**src/rtl/iir_mc_if.sv**
```systemverilog
// Streaming interface for the multi-channel IIR smoother.
// Input side : valid_i, data_i (signed sample), chan_i, coef_i (Q1.coef_frac_p),
//              clear_i (prime the channel), ready_o (back to the source).
// Output side: valid_o, data_o (signed filtered sample), chan_o,
//              ready_i (from the consumer).
// Modports   : slave  = the filter block, master = the driving/consuming side.
interface iir_mc_if #(
  parameter int width_p     = 10,
  parameter int coef_frac_p = 5,
  parameter int channels_p  = 4
);
  localparam int chan_w = (channels_p > 1) ? $clog2(channels_p) : 1;

  logic                        valid_i;
  logic signed [width_p-1:0]   data_i;
  logic [chan_w-1:0]           chan_i;
  logic [coef_frac_p:0]        coef_i;
  logic                        clear_i;
  logic                        ready_o;
  logic                        valid_o;
  logic signed [width_p-1:0]   data_o;
  logic [chan_w-1:0]           chan_o;
  logic                        ready_i;

  modport slave (
    input  valid_i, data_i, chan_i, coef_i, clear_i, ready_i,
    output ready_o, valid_o, data_o, chan_o
  );

  modport master (
    output valid_i, data_i, chan_i, coef_i, clear_i, ready_i,
    input  ready_o, valid_o, data_o, chan_o
  );
endinterface

```
**src/rtl/iir_mc.sv**
```systemverilog
// Multi-channel first-order IIR low-pass (exponential smoother), y += b*(x - y).
// Each of channels_p interleaved channels keeps its own signed state of
// width_p integer + frac_p fractional bits. The coefficient arrives with every
// sample (Q1.coef_frac_p, clamped to 1.0); clear_i loads the state with x.
// Ports:
//   clk_i, reset_i : clock, synchronous active-high reset
//   io (slave)     : valid/ready input (data_i, chan_i, coef_i, clear_i) and
//                    valid/ready output (data_o, chan_o) through a one-entry
//                    elastic output register; latency 1 cycle, 1 sample/cycle.
module iir_mc #(
  parameter int width_p     = 10,
  parameter int frac_p      = 17,
  parameter int coef_frac_p = 5,
  parameter int channels_p  = 4,
  parameter int round_p     = 0
) (
  input  logic     clk_i,
  input  logic     reset_i,
  iir_mc_if.slave  io
);

  localparam int state_w = width_p + frac_p;
  localparam int diff_w  = width_p + 1 + frac_p;
  localparam int coef_w  = coef_frac_p + 1;
  localparam int prod_w  = diff_w + coef_w + 1;

  localparam logic [coef_w-1:0] unity_c = {1'b1, {coef_frac_p{1'b0}}};
  localparam logic signed [state_w-1:0] half_c =
    {{width_p{1'b0}}, 1'b1, {(frac_p-1){1'b0}}};

  // Coefficients above 1.0 behave as exactly 1.0 (track the input).
  function automatic logic [coef_w-1:0] clamp_coef(input logic [coef_w-1:0] c);
    if (c > unity_c) return unity_c;
    return c;
  endfunction

  // Integer field of the state, optionally rounded half up. The state is a
  // floored convex combination of in-range samples, so adding one half
  // never wraps.
  function automatic logic signed [width_p-1:0] to_out(input logic signed [state_w-1:0] y);
    logic signed [state_w-1:0] t;
    t = (round_p != 0) ? y + half_c : y;
    return width_p'(t >>> frac_p);
  endfunction

  logic signed [state_w-1:0] y_q [channels_p];

  logic                      accept;
  logic signed [state_w-1:0] y_cur;
  logic signed [state_w-1:0] x_ext;
  logic signed [coef_w:0]    b_s;
  logic signed [diff_w-1:0]  diff;
  logic signed [prod_w-1:0]  prod;
  logic signed [state_w-1:0] y_new;

  logic                      vld_p1;
  logic signed [width_p-1:0] data_p1;
  logic [$bits(io.chan_i)-1:0] chan_p1;

  assign io.ready_o = ~vld_p1 | io.ready_i;
  assign accept     = io.valid_i & io.ready_o;

  // ---- stage p0: state update for the accepted channel ----
  always_comb begin
    y_cur = y_q[io.chan_i];
    x_ext = {io.data_i, {frac_p{1'b0}}};
    b_s   = {1'b0, clamp_coef(io.coef_i)};
    diff  = diff_w'(x_ext) - diff_w'(y_cur);
    prod  = prod_w'(diff) * prod_w'(b_s);
    // The true sum always fits state_w, so adding the truncated step in
    // two's complement gives the exact result even when |diff| does not fit.
    if (io.clear_i) y_new = x_ext;
    else            y_new = y_cur + state_w'(prod >>> coef_frac_p);
  end

  // ---- stage p1: channel state and elastic output register ----
  always_ff @(posedge clk_i) begin
    if (reset_i) begin
      vld_p1  <= 1'b0;
      data_p1 <= '0;
      chan_p1 <= '0;
      for (int c = 0; c < channels_p; c++) y_q[c] <= '0;
    end else begin
      if (accept) begin
        y_q[io.chan_i] <= y_new;
        data_p1        <= to_out(y_new);
        chan_p1        <= io.chan_i;
        vld_p1         <= 1'b1;
      end else if (io.ready_i) begin
        vld_p1 <= 1'b0;
      end
    end
  end

  assign io.valid_o = vld_p1;
  assign io.data_o  = data_p1;
  assign io.chan_o  = chan_p1;

endmodule

```
**src/flat_wrapper.sv**
```systemverilog
// flat-port wrapper written by rule: the top's interface ports become plain ports
module iir_mc_flat 
#(
  parameter int width_p     = 10,
  parameter int frac_p      = 17,
  parameter int coef_frac_p = 5,
  parameter int channels_p  = 4,
  parameter int round_p     = 0
)
  (clk_i, reset_i, io_valid_i, io_data_i, io_chan_i, io_coef_i, io_clear_i, io_ready_i, io_ready_o, io_valid_o, io_data_o, io_chan_o);
  iir_mc_if #(.width_p(width_p), .coef_frac_p(coef_frac_p), .channels_p(channels_p)) io_i ();
  input  logic clk_i;
  input  logic reset_i;
  input wire logic [$bits(io_i.valid_i)-1:0] io_valid_i;
  input wire logic [$bits(io_i.data_i)-1:0] io_data_i;
  input wire logic [$bits(io_i.chan_i)-1:0] io_chan_i;
  input wire logic [$bits(io_i.coef_i)-1:0] io_coef_i;
  input wire logic [$bits(io_i.clear_i)-1:0] io_clear_i;
  input wire logic [$bits(io_i.ready_i)-1:0] io_ready_i;
  output wire logic [$bits(io_i.ready_o)-1:0] io_ready_o;
  output wire logic [$bits(io_i.valid_o)-1:0] io_valid_o;
  output wire logic [$bits(io_i.data_o)-1:0] io_data_o;
  output wire logic [$bits(io_i.chan_o)-1:0] io_chan_o;
  assign io_i.valid_i = io_valid_i;
  assign io_i.data_i = io_data_i;
  assign io_i.chan_i = io_chan_i;
  assign io_i.coef_i = io_coef_i;
  assign io_i.clear_i = io_clear_i;
  assign io_i.ready_i = io_ready_i;
  assign io_ready_o = io_i.ready_o;
  assign io_valid_o = io_i.valid_o;
  assign io_data_o = io_i.data_o;
  assign io_chan_o = io_i.chan_o;
  iir_mc #(.width_p(width_p), .frac_p(frac_p), .coef_frac_p(coef_frac_p), .channels_p(channels_p), .round_p(round_p)) u_core (.clk_i(clk_i), .reset_i(reset_i), .io(io_i));
endmodule
```
**config.mk**
```make
export PLATFORM = sky130hd
export DESIGN_NAME = iir_mc_flat
export DESIGN_NICKNAME = d
export VERILOG_FILES = /design/src/rtl/iir_mc_if.sv /design/src/rtl/iir_mc.sv /design/src/flat_wrapper.sv
export SDC_FILE = /design/constraint.sdc
export NUM_CORES = 1
export LEC_CHECK = 0
export ABC_CLOCK_PERIOD_IN_PS = 30200
export CAP_MARGIN = 20
export CORE_MARGIN = 3
export CORE_UTILIZATION = 45
export CTS_BUF_LIST = sky130_fd_sc_hd__clkbuf_16
export DETAILED_ROUTE_END_ITERATION = 10
export SLEW_MARGIN = 20
export SYNTH_ARGS = -nofsm -noshare
export SYNTH_HDL_FRONTEND = slang
export SYNTH_SLANG_ARGS = --single-unit
```
**constraint.sdc**
```tcl
create_clock -name clk_i -period 30.2 [get_ports clk_i]
set_clock_uncertainty 0.05 [all_clocks]
set_input_delay 6.04 -clock clk_i [delete_from_list [all_inputs] [get_ports clk_i]]
set_output_delay 6.04 -clock clk_i [all_outputs]
set_load 0.005 [all_outputs]
```
After elaboration in Yosys (flattened, before gate mapping)
Memories as Yosys holds them, arrays and structs flattened.
Cells that the tools add are included.
{"block": "totals", "reg_bits": 13, "ram_bits": 108, "output_inout_bits": 14, "word_cells": 27, "mem_count": 1}
{"block": "classes", "addsub": 2, "multipliers": 1, "order_cmp": 1, "muxes": 14, "n_bitwise": 3, "reduce_logical": 2}
{"name": "u_core.y_q", "depth": 4, "word_bits": 27, "rd": 1, "rd_clocked_by_memory_dff": 0, "wr": 4, "line_no": "iir_mc.sv:46", "rtl": "logic signed [state_w-1:0] y_q [channels_p];"}
{"op": "two-way mux 27 bit", "count": 2}
{"op": "multiplier 28 x 7 -> 32 bit", "count": 1}
{"op": "subtractor 27 x 27 -> 28 bit", "count": 1}
{"op": "adder 27 bit", "count": 1}
{"op": "OR reduction 27 bit", "count": 1}
{"op": "two-way mux 6 bit", "count": 2}
{"op": "two-way mux 1 bit", "count": 9}
{"op": "> comparator 6 bit, second input constant", "count": 1}
{"op": "two-way mux 2 bit", "count": 1}
{"op": "nonzero test 2 bit", "count": 1}
{"op": "bitwise AND 1 bit", "count": 1}
{"op": "NOT 1 bit", "count": 1}
{"op": "bitwise OR 1 bit", "count": 1}

Logic depth before layout (Yosys ltp)
Gate-level depths: netlist of run 1.
{"block": "logic_depth", "ltp_word": 8, "depth_mapped": 41, "ltp_nobuf": 37}

Worst setup path before layout of run 1
Ideal clock, no wire load.
{"block": "synth_timing", "kind": "input -> register", "from": "in io_chan_i[0]", "to": "mem u_core.y_q[0][26] (netlist bit) (data pin)", "setup_ns": 0.176, "arrival_time_ns": 15.879, "slack_ns": 14.096, "stages": 40, "path_buffers": 4, "path_cell_list": "buf_6 -> buf_8 -> mux4_2 -> inv_1 -> ha_1 -> inv_1 -> or3_1 -> clkbuf_1 -> nor3_1 -> xor2_1 -> nor2_1 -> fa_1 -> fa_1 -> fa_1 -> inv_1 -> fa_1 -> inv_1 -> ha_1 -> [... 4 more ...] -> and3_1 -> o31a_1 -> or4_1 -> a31o_2 -> a21oi_1 -> xnor2_1 -> ha_1 -> clkbuf_1 -> a21o_1 -> a21o_1 -> a211o_1 -> a21oi_1 -> o21ai_0 -> a31o_2 -> a21oi_1 -> or4b_1 -> o2111ai_1 -> nor4_1"}
{"element": "start: declaration", "line_no": "flat_wrapper.sv:16", "rtl": "input wire logic [$bits(io_i.chan_i)-1:0] io_chan_i;"}
{"element": "end: declaration", "line_no": "iir_mc.sv:46"}

==> flow_summary.ini, run 1 <==
[clock_tree]
cts.hold.buffers_added = 0
cts_tree = built
cts_root_buffer = clkbuf_16
cts.path.max_buffers = 2
clk_transition_reported_paths_ns = 0.05
htreeDepth = 4
insertion_delay_ns = 0.40
cts_buffers = 17
post_cts_resized = 0
clock_sinks = 121
post_cts_buffers = 0

[sta]
timing.fmax_mhz = 58.51
finalSetupViolCount = 0
final.min_clock_period_ns = 17.09
tightest_slew_ns = 0.9193
max-slew-margin-rel_pct = 38.57
report.final.slew_viol_count = 0
period_share_pct = 56.59
finalHoldViolCount = 0
finalSetupTns_ns = 0
grt_setup_unrepaired = false

[synthesis]
synth-edff-count = 108
synth_warnings = 0
synth_cell_type_count = 66
netlist_area_um2 = 12220
syn-num-nets = 1501
ys.flop_type = edfxtp_1
async_flop_share_pct = 0
ys_ff_latch = 121
yosysSeqAreaShare_pct = 28.68
syn_area_per_cell_um2 = 9.612
netlist_instances = 1271

[critical_path]
path_class = input port to flip-flop
crit_fanout = 32
startpoint_type = input port
critPathSlowestCell = or4_1
max_stage_delay_ns = 0.59
end_kind = flip-flop
cp_data_arrival_time_ns = 17.26
required_ns = 30.37

[floorplan]
die_w_um = 170.8
start_util_pct = 46.36
die_area_um2 = 29160
num_rows = 59
io_pins = 37
fp.dieH_um = 170.8
core_area_um2 = 26350

[drt]
antenna_left = 0
route.detailed.drc = 0
initialDrtViolationCount = 620
wl_per_cell_um = 17.37
totalWireLength_um = 28670
firstDrtPassIters = 5
via_per_inst = 5.364
route.vias.total = 8856

[global_route]
grt_pass1_vias = 9075
grt_pass1_wl_um = 47720
grt_max_degree = 33
grt_antenna_before_repair = 0
grtUsageTotal_pct = 20.67
overflow = 0

[pwr]
irDropWorstVdd_v = 0.00005166
p_leak_nw = 6.157
power_mw = 1.590
powerDensity_nw_per_um2 = 118.0

[final_layout]
diodes = 0
utilization_pct = 51.13
seq_area_um2 = 3503
nNetsFinal = 1533
syn_to_final_growth_pct = 10.30
drive_above_1_share_pct = 7.903
multiInputGateArea_um2 = 7893
final_area_um2 = 13480
fillerInstances = 2442
instances_no_fill = 1651

[placement]
place_inst = 1619
gp_congestion = 0.8648
port_buffers = 36
dpl.hpwl_um = 22290
place_area_um2 = 12930

[run_status]
status = complete, no violations

[hold_path]
hold_class = flip-flop to flip-flop

[flow_run]
drv_cap = 0
-- metrics by stage --
step	hold slack (ns)	setup WS, ns
4_1_cts	0.3930	13.13
2_1_floorplan	0.3888	14.10
6_report	0.3924	13.11
5_1_grt	0.4151	12.27
3_3_place_gp	0.3839	12.91
3_5_place_dp	0.3828	12.73
-- cell usage after synthesis, drive strengths merged, types with 6 or more instances --
cell | instances | area, um2
a211oi | 9 | 67.56
a21o | 20 | 150.1
a21oi | 44 | 224.0
and2 | 6 | 37.54
buf | 7 | 55.05
clkbuf | 30 | 112.6
dfxtp | 13 | 260.3
edfxtp | 108 | 3243
fa | 107 | 2142
ha | 100 | 1251
inv | 174 | 653.1
mux4 | 27 | 608.1
nand2 | 98 | 367.9
nand2b | 20 | 125.1
nand3 | 10 | 50.05
nand4 | 7 | 43.79
nor2 | 242 | 908.4
nor2b | 10 | 62.56
nor3 | 14 | 70.07
nor4 | 8 | 86.33
o21a | 12 | 90.09
o21ai | 32 | 171.4
o21bai | 9 | 67.56
or2 | 21 | 131.4
or4 | 8 | 67.56
xnor2 | 53 | 464.2
xor2 | 21 | 191.4
-- layout by cell type (no fill, tap or decap), types with 6 or more instances in the layout --
master | synthesis | final
a21o_1 | 20 | 20
buf_4 | 0 | 14
a211oi_1 | 9 | 9
o21bai_1 | 9 | 9
o21a_1 | 12 | 12
or4_1 | 6 | 6
dfxtp_1 | 13 | 13
o21ai_0 | 31 | 31
nand2_1 | 98 | 98
nor2b_1 | 10 | 10
or2_2 | 21 | 21
nand4_1 | 7 | 7
fa_1 | 107 | 107
and2_1 | 6 | 6
clkdlybuf4s50_1 | 0 | 35
clkinv_2 | 0 | 6
clkbuf_16 | 0 | 17
ha_1 | 100 | 100
nor2_1 | 242 | 242
inv_1 | 174 | 177
mux4_2 | 27 | 27
xnor2_1 | 53 | 53
edfxtp_1 | 108 | 108
nor3_1 | 14 | 14
xor2_1 | 20 | 20
a21oi_1 | 43 | 43
nand2b_1 | 20 | 20
nand3_1 | 10 | 10
-- worst max-delay path: cells and delay by family --
kind / cells / cell delay (ns)
XOR/XNOR: 2 / 0.62
buffers and inverters: 6 / 1.18
AO/OA/AOI/OAI: 13 / 2.97
multiplexers: 1 / 0.49
AND/OR/NAND/NOR: 9 / 2.97
adder cells (fa/ha/maj): 7 / 2.96
-- registers in the layout, summed over array words and instances, names as in the netlist --
signal / flops
u_core.io.chan_o: 2
u_core.io.data_o: 10
u_core.io.valid_o: 1
u_core.y_q: 108
-- final cells by class --
type / instances / share of cell area (%)
clock inverter: 15 / 0.9006
multi-input combinational: 939 / 58.57
clock buffer: 17 / 3.157
inverter: 174 / 4.847
timing repair buffer: 50 / 3.417
sequential: 121 / 26.00
tap: 335 / 3.110
-- metal layers --
metal / vias up / track usage, % / routed length [um]
li1: 4319 / - / -
met1: 4337 / 30.26 / 13760
met2: 182 / 33.92 / 13550
met3: 18 / 1.756 / 1032
met4: 0 / 4.268 / 333
met5: - / 0 / 0
-- path summary, 6_finish.rpt --
check                                          from                  end  slack (ns)  cells after the start
worst min-delay path            u_core.io.data_o[1]  u_core.io.data_o[1]        0.39                      2
worst max-delay path                   io_chan_i[1]    u_core.y_q[0][26]       13.11                     38
worst max register to register     u_core.y_q[3][0]    u_core.y_q[0][26]       19.16                     36
worst min register to register  u_core.io.data_o[1]  u_core.io.data_o[1]        0.39                      2
-- report_power, final --
| group | leakage [nW] | total [mW] | internal, mW | switching [mW] |
|---|---|---|---|---|
| Sequential | 1.23 | 0.216 | 0.210 | 0.00622 |
| Clock | 0.286 | 0.185 | 0.118 | 0.0666 |
| Combinational | 4.64 | 1.19 | 0.493 | 0.696 |
| Total | 6.16 | 1.59 | 0.821 | 0.769 |
-- kinds of logic after synthesis --
| kind of cell | synth area share, % |
|---|---|
| AND/OR/NAND/NOR | 17.28 |
| XOR/XNOR | 5.367 |
| adder cells (fa/ha/maj) | 27.78 |
| AO/OA/AOI/OAI | 9.033 |
| buffers and inverters | 6.719 |
| flip-flops | 28.68 |
| multiplexers | 5.152 |
Note: power is estimated with default switching activity, not from simulation.
==> inputs of run 2 (changes only) <==
ABC_CLOCK_PERIOD_IN_PS = 17600   (was 30200)
clock period = 17.6 ns   (was 30.2 ns; I/O delays follow)
==> run 2 against run 1 <==
Effect of this change: die area stayed put; worst setup slack got worse by 10 ns; via count grew 0.43%; clock power grew 72%; critical path type unchanged; combinational power rose by 73%; final area barely moved; count of clock-buffer cells in the layout stayed put.
==> flow_summary.ini, run 2 (synthesis results as in run 1) <==
[critical_path]
r2r_slack_ns = 6.49
path_class = input port to flip-flop
max_stage_delay_ns = 1.11
worstReg2RegStart = u_core.y_q[3][0]
endpoint = u_core.y_q[0][26]
crit_fanout = 18
startpoint_type = input port
r2r_end = u_core.y_q[0][26]
required_ns = 17.78
critPathSlowestCell = clkdlybuf4s50_1
crit_path_start = io_chan_i[1]
end_kind = flip-flop
cp_data_arrival_time_ns = 15.09
r2r_cells = 36

[floorplan]
io_pins = 37
core_area_um2 = 26350
die_w_um = 170.8
num_rows = 59
die_area_um2 = 29160
fp.dieH_um = 170.8
start_util_pct = 46.36

[sta]
timing.fmax_mhz = 67.07
tightest_slew_ns = 0.9809
finalSetupViolCount = 0
max-slew-margin-rel_pct = 34.41
layout_setup_ws_ns = 2.691
finalHoldViolCount = 0
grt_setup_unrepaired = false
final.min_clock_period_ns = 14.91
finalSetupTns_ns = 0
hold_ws_ns = 0.3898
period_share_pct = 84.71
report.final.slew_viol_count = 0

[pwr]
irDropWorstVdd_v = 0.00007527
switching_share_pct = 48.65
power_mw = 2.747
powerDensity_nw_per_um2 = 203.8
power.share.clock_pct = 11.6
power.switching_mw = 1.336
internal-power_mw = 1.410
combPwrFrac_pct = 74.9
p_leak_nw = 6.146
pwr-share-seq_pct = 13.5

[clock_tree]
insertion_delay_ns = 0.41
cts.hold.buffers_added = 0
post_cts_resized = 0
post_cts_buffers = 0
clk_transition_reported_paths_ns = 0.06
cts_buffers = 17
cts_root_buffer = clkbuf_16
htreeDepth = 4
clock_sinks = 121
cts.path.max_buffers = 2
cts_tree = built

[hold_path]
hp-start = u_core.io.data_o[1]
hold_class = flip-flop to flip-flop

[drt]
totalWireLength_um = 29260
route.detailed.drc = 0
route.vias.total = 8894
via_per_inst = 5.387
antenna_left = 0
initialDrtViolationCount = 494
firstDrtPassIters = 5
wl_per_cell_um = 17.73

[final_layout]
drive_above_1_share_pct = 7.903
syn_to_final_growth_pct = 10.33
largest_reg_flops = 108
diodes = 0
final_common_cell = nor2_1
nNetsFinal = 1534
regMostFlops = u_core.y_q
utilization_pct = 51.15
final_cell_mix = 242 x nor2_1, 176 x inv_1, 108 x edfxtp_1

[placement]
dpl.hpwl_um = 22730
place_ws_ns = 2.320
gp_congestion = 0.8720
port_buffers = 36

[global_route]
grt_antenna_before_repair = 0
grt_pass1_vias = 9191
overflow = 0
grtUsageTotal_pct = 20.79
grt_max_degree = 33
grt_pass1_wl_um = 48080

[run_status]
status = complete, no violations

[flow_run]
drv_cap = 0
[run 2: cell types whose count changed in the layout (fill, tap and decap cells not counted), sizes merged]
cell and delta:
clkinv -2, clkinvlp +2, buf +1, inv -1
[run 2: through the flow]
| step | instances | cell area, um2 |
|---|---|---|
| 2_1_floorplan | 1271 | 12220 |
| 3_3_place_gp | 1620 | 12940 |
| 3_5_place_dp | 1620 | 12940 |
| 4_1_cts | 1651 | 13480 |
| 5_1_grt | 1651 | 13480 |
| 6_report | 1651 | 13480 |
[run 2: how the worst min path moves through the flow]
stage / end / slack (ns) / cells after the start
floorplan: u_core.io.data_o[0] / 0.39 / 2
global placement: u_core.io.data_o[1] / 0.38 / 2
detailed placement: u_core.io.data_o[4] / 0.38 / 2
CTS: u_core.io.data_o[1] / 0.39 / 2
global route: u_core.io.data_o[1] / 0.40 / 2
finish: u_core.io.data_o[1] / 0.39 / 2
[run 2: critical path: cells and delay by family]
family / cells / cell delay, ns
xor+xnor: 2 / 0.63
simple gates: 9 / 2.96
buf+inv: 5 / 1.45
fa+ha+maj: 7 / 2.95
mux: 1 / 0.52
compound gates: 13 / 3.06
[run 2: cell type report]
class | count | area, um2
clock buffer | 17 | 425.4
clock inverter | 14 | 117.6
fill | 2446 | 12870
inverter | 174 | 653.1
multi-input combinational | 939 | 7893
sequential | 121 | 3503
tap | 335 | 419.2
timing repair buffer | 51 | 467.9
[run 2: routing by layer]
metal / share of wire [%] / routed length (um) / GRT usage [%]
met3: 3.3 / 970 / 2.565
met4: 0.76 / 223 / 3.633
met5: 0 / 0 / 0
met2: 47 / 13830 / 33.71
met1: 49 / 14240 / 30.54
[run 2: power groups by stage]
stage                     Sequential (mW)  Clock [mW]  Combinational [mW]
after CTS                           0.372       0.323                2.05
final                               0.372       0.319                2.06
after detailed placement            0.377           0                2.03
after global placement              0.376           0                2.02
after global routing                0.374       0.336                2.31
after floorplan                     0.374           0                1.57
==> inputs of run 3 (changes only) <==
ABC_CLOCK_PERIOD_IN_PS = 13500   (was 17600)
clock period = 13.5 ns   (was 17.6 ns; I/O delays follow)
==> run 3 against run 2 <==
Effect of this change: final cell count grew 1.7%; largest power group unchanged; worst setup slack worse by 2.1 ns; register-to-register slack got worse by 3.4 ns; sequential power grew 30%; global-route usage up 0.070 points; via count increased by 0.92%; utilization increased by 0.98 points; combinational power increased by 31%; critical path depth stayed put; flip-flop and latch count is the same; count of clock-buffer cells in the layout did not move.
==> flow_summary.ini, run 3 (synthesis results as in run 1) <==
[run_status]
status = complete, no violations

[clock_tree]
cts_root_buffer = clkbuf_16
cts_tree = built
cts.path.max_buffers = 2
clock_sinks = 121
cts.hold.buffers_added = 0
clk_transition_reported_paths_ns = 0.06
post_cts_buffers = 0
cts_buffers = 17
post_cts_resized = 0
htreeDepth = 4
insertion_delay_ns = 0.41

[sta]
period_share_pct = 95.29
max-slew-margin-rel_pct = 36.44
timing.fmax_mhz = 77.74
layout_setup_ws_ns = 0.6365
hold_ws_ns = 0.3887
grt_setup_unrepaired = false
final.min_clock_period_ns = 12.86
report.final.slew_viol_count = 0
tightest_slew_ns = 0.9499
finalHoldViolCount = 0
finalSetupViolCount = 0

[critical_path]
endpoint = u_core.y_q[0][26]
r2r_cells = 38
crit_fanout = 23
r2r_slack_ns = 3.09
path_buf_inv = 6
crit_path_start = io_chan_i[1]
worstReg2RegStart = u_core.y_q[1][1]
startpoint_type = input port
crit_cells = 37
max_stage_delay_ns = 0.62
end_kind = flip-flop
required_ns = 13.67
r2r_end = u_core.y_q[0][26]
critPathMostFrequentCell = fa_1
path_class = input port to flip-flop
crit_family = adder cells
critPathSlowestCell = clkdlybuf4s50_1
cp_data_arrival_time_ns = 13.04

[drt]
route.vias.total = 8976
initialDrtViolationCount = 501
totalWireLength_um = 29030
wl_per_cell_um = 17.29
antenna_left = 0
via_per_inst = 5.346
route.detailed.drc = 0
firstDrtPassIters = 5

[final_layout]
fillerInstances = 2497
diodes = 0
nNetsFinal = 1561
final_cell_mix = 242 x nor2_1, 175 x inv_1, 108 x edfxtp_1
drive_above_1_share_pct = 10.34
syn_to_final_growth_pct = 12.45
regMostFlops = u_core.y_q
final_common_cell = nor2_1
largest_reg_flops = 108
instances_no_fill = 1679

[flow_run]
drv_cap = 0

[pwr]
p_leak_nw = 6.287
powerDensity_nw_per_um2 = 262.3
power_mw = 3.603
irDropWorstVdd_v = 0.0001094

[global_route]
grtUsageMet3_pct = 2.911
overflow = 0
grt_use_met1_pct = 30.56
grt_max_degree = 28
grt_antenna_before_repair = 0
grt_pass1_vias = 9244
grt_pass1_wl_um = 48290
busiest_layer = met2
use_met2_pct = 33.49
grtUsageTotal_pct = 20.86

[placement]
port_buffers = 36
gp_congestion = 0.8939
place_ws_ns = -0.02453
place_inst = 1647
dpl.hpwl_um = 22860

[floorplan]
die_w_um = 170.8
core_area_um2 = 26350
start_util_pct = 46.36
io_pins = 37
num_rows = 59
fp.dieH_um = 170.8
die_area_um2 = 29160

[hold_path]
hold_class = flip-flop to flip-flop
[run 3: cell count changes in the layout (fill, tap and decap cells not counted), sizes merged]
| cell | delta |
|---|---|
| buf | +27 |
| clkinvlp | +5 |
| clkinv | -4 |
[run 3: cell type report]
type | count | area (um2) | share of cell area (%)
Clock buffer | 17 | 425.4 | 3.097
Clock inverter | 15 | 155.1 | 1.129
Inverter | 174 | 653.1 | 4.754
Multi-Input combinational cell | 939 | 7911 | 57.59
Sequential cell | 121 | 3503 | 25.50
Tap cell | 335 | 419.2 | 3.051
Timing Repair Buffer | 78 | 670.6 | 4.882
[run 3: per-stage QoR]
| stage | cell area [um2] | util [%] | setup TNS, ns |
|---|---|---|---|
| floorplan | 12220 | - | 0 |
| global placement | 13140 | 49.86 | 0 |
| detailed placement | 13140 | 49.86 | -0.02453 |
| CTS | 13720 | 52.06 | 0 |
| global route | 13740 | 52.13 | 0 |
| finish | 13740 | 52.13 | 0 |
[run 3: per-layer routing]
metal	vias up	wire length (um)
li1	4369	-
met1	4420	14300
met2	164	13340
met3	23	1105
met4	0	286
met5	-	0
[run 3: worst min-delay path by stage]
stage | start | end | cells after the start
after global routing | u_core.io.data_o[1] | u_core.io.data_o[1] | 2
after CTS | u_core.io.data_o[1] | u_core.io.data_o[1] | 2
after floorplan | u_core.io.data_o[0] | u_core.io.data_o[0] | 2
final | u_core.io.data_o[1] | u_core.io.data_o[1] | 2
after detailed placement | u_core.io.data_o[4] | u_core.io.data_o[4] | 2
after global placement | u_core.io.data_o[1] | u_core.io.data_o[1] | 2
[run 3: tightest hold or removal path: stages (launching register included)]
cell	delay, ns
dfxtp_1	0.30
nand2_1	0.05
nand2_1	0.04
[run 3: report_power, final]
group	internal, mW	switching, mW	total, mW	leakage (nW)
combinational	1.13	1.56	2.69	4.79
clock	0.271	0.160	0.431	0.263
sequential	0.469	0.0155	0.485	1.23
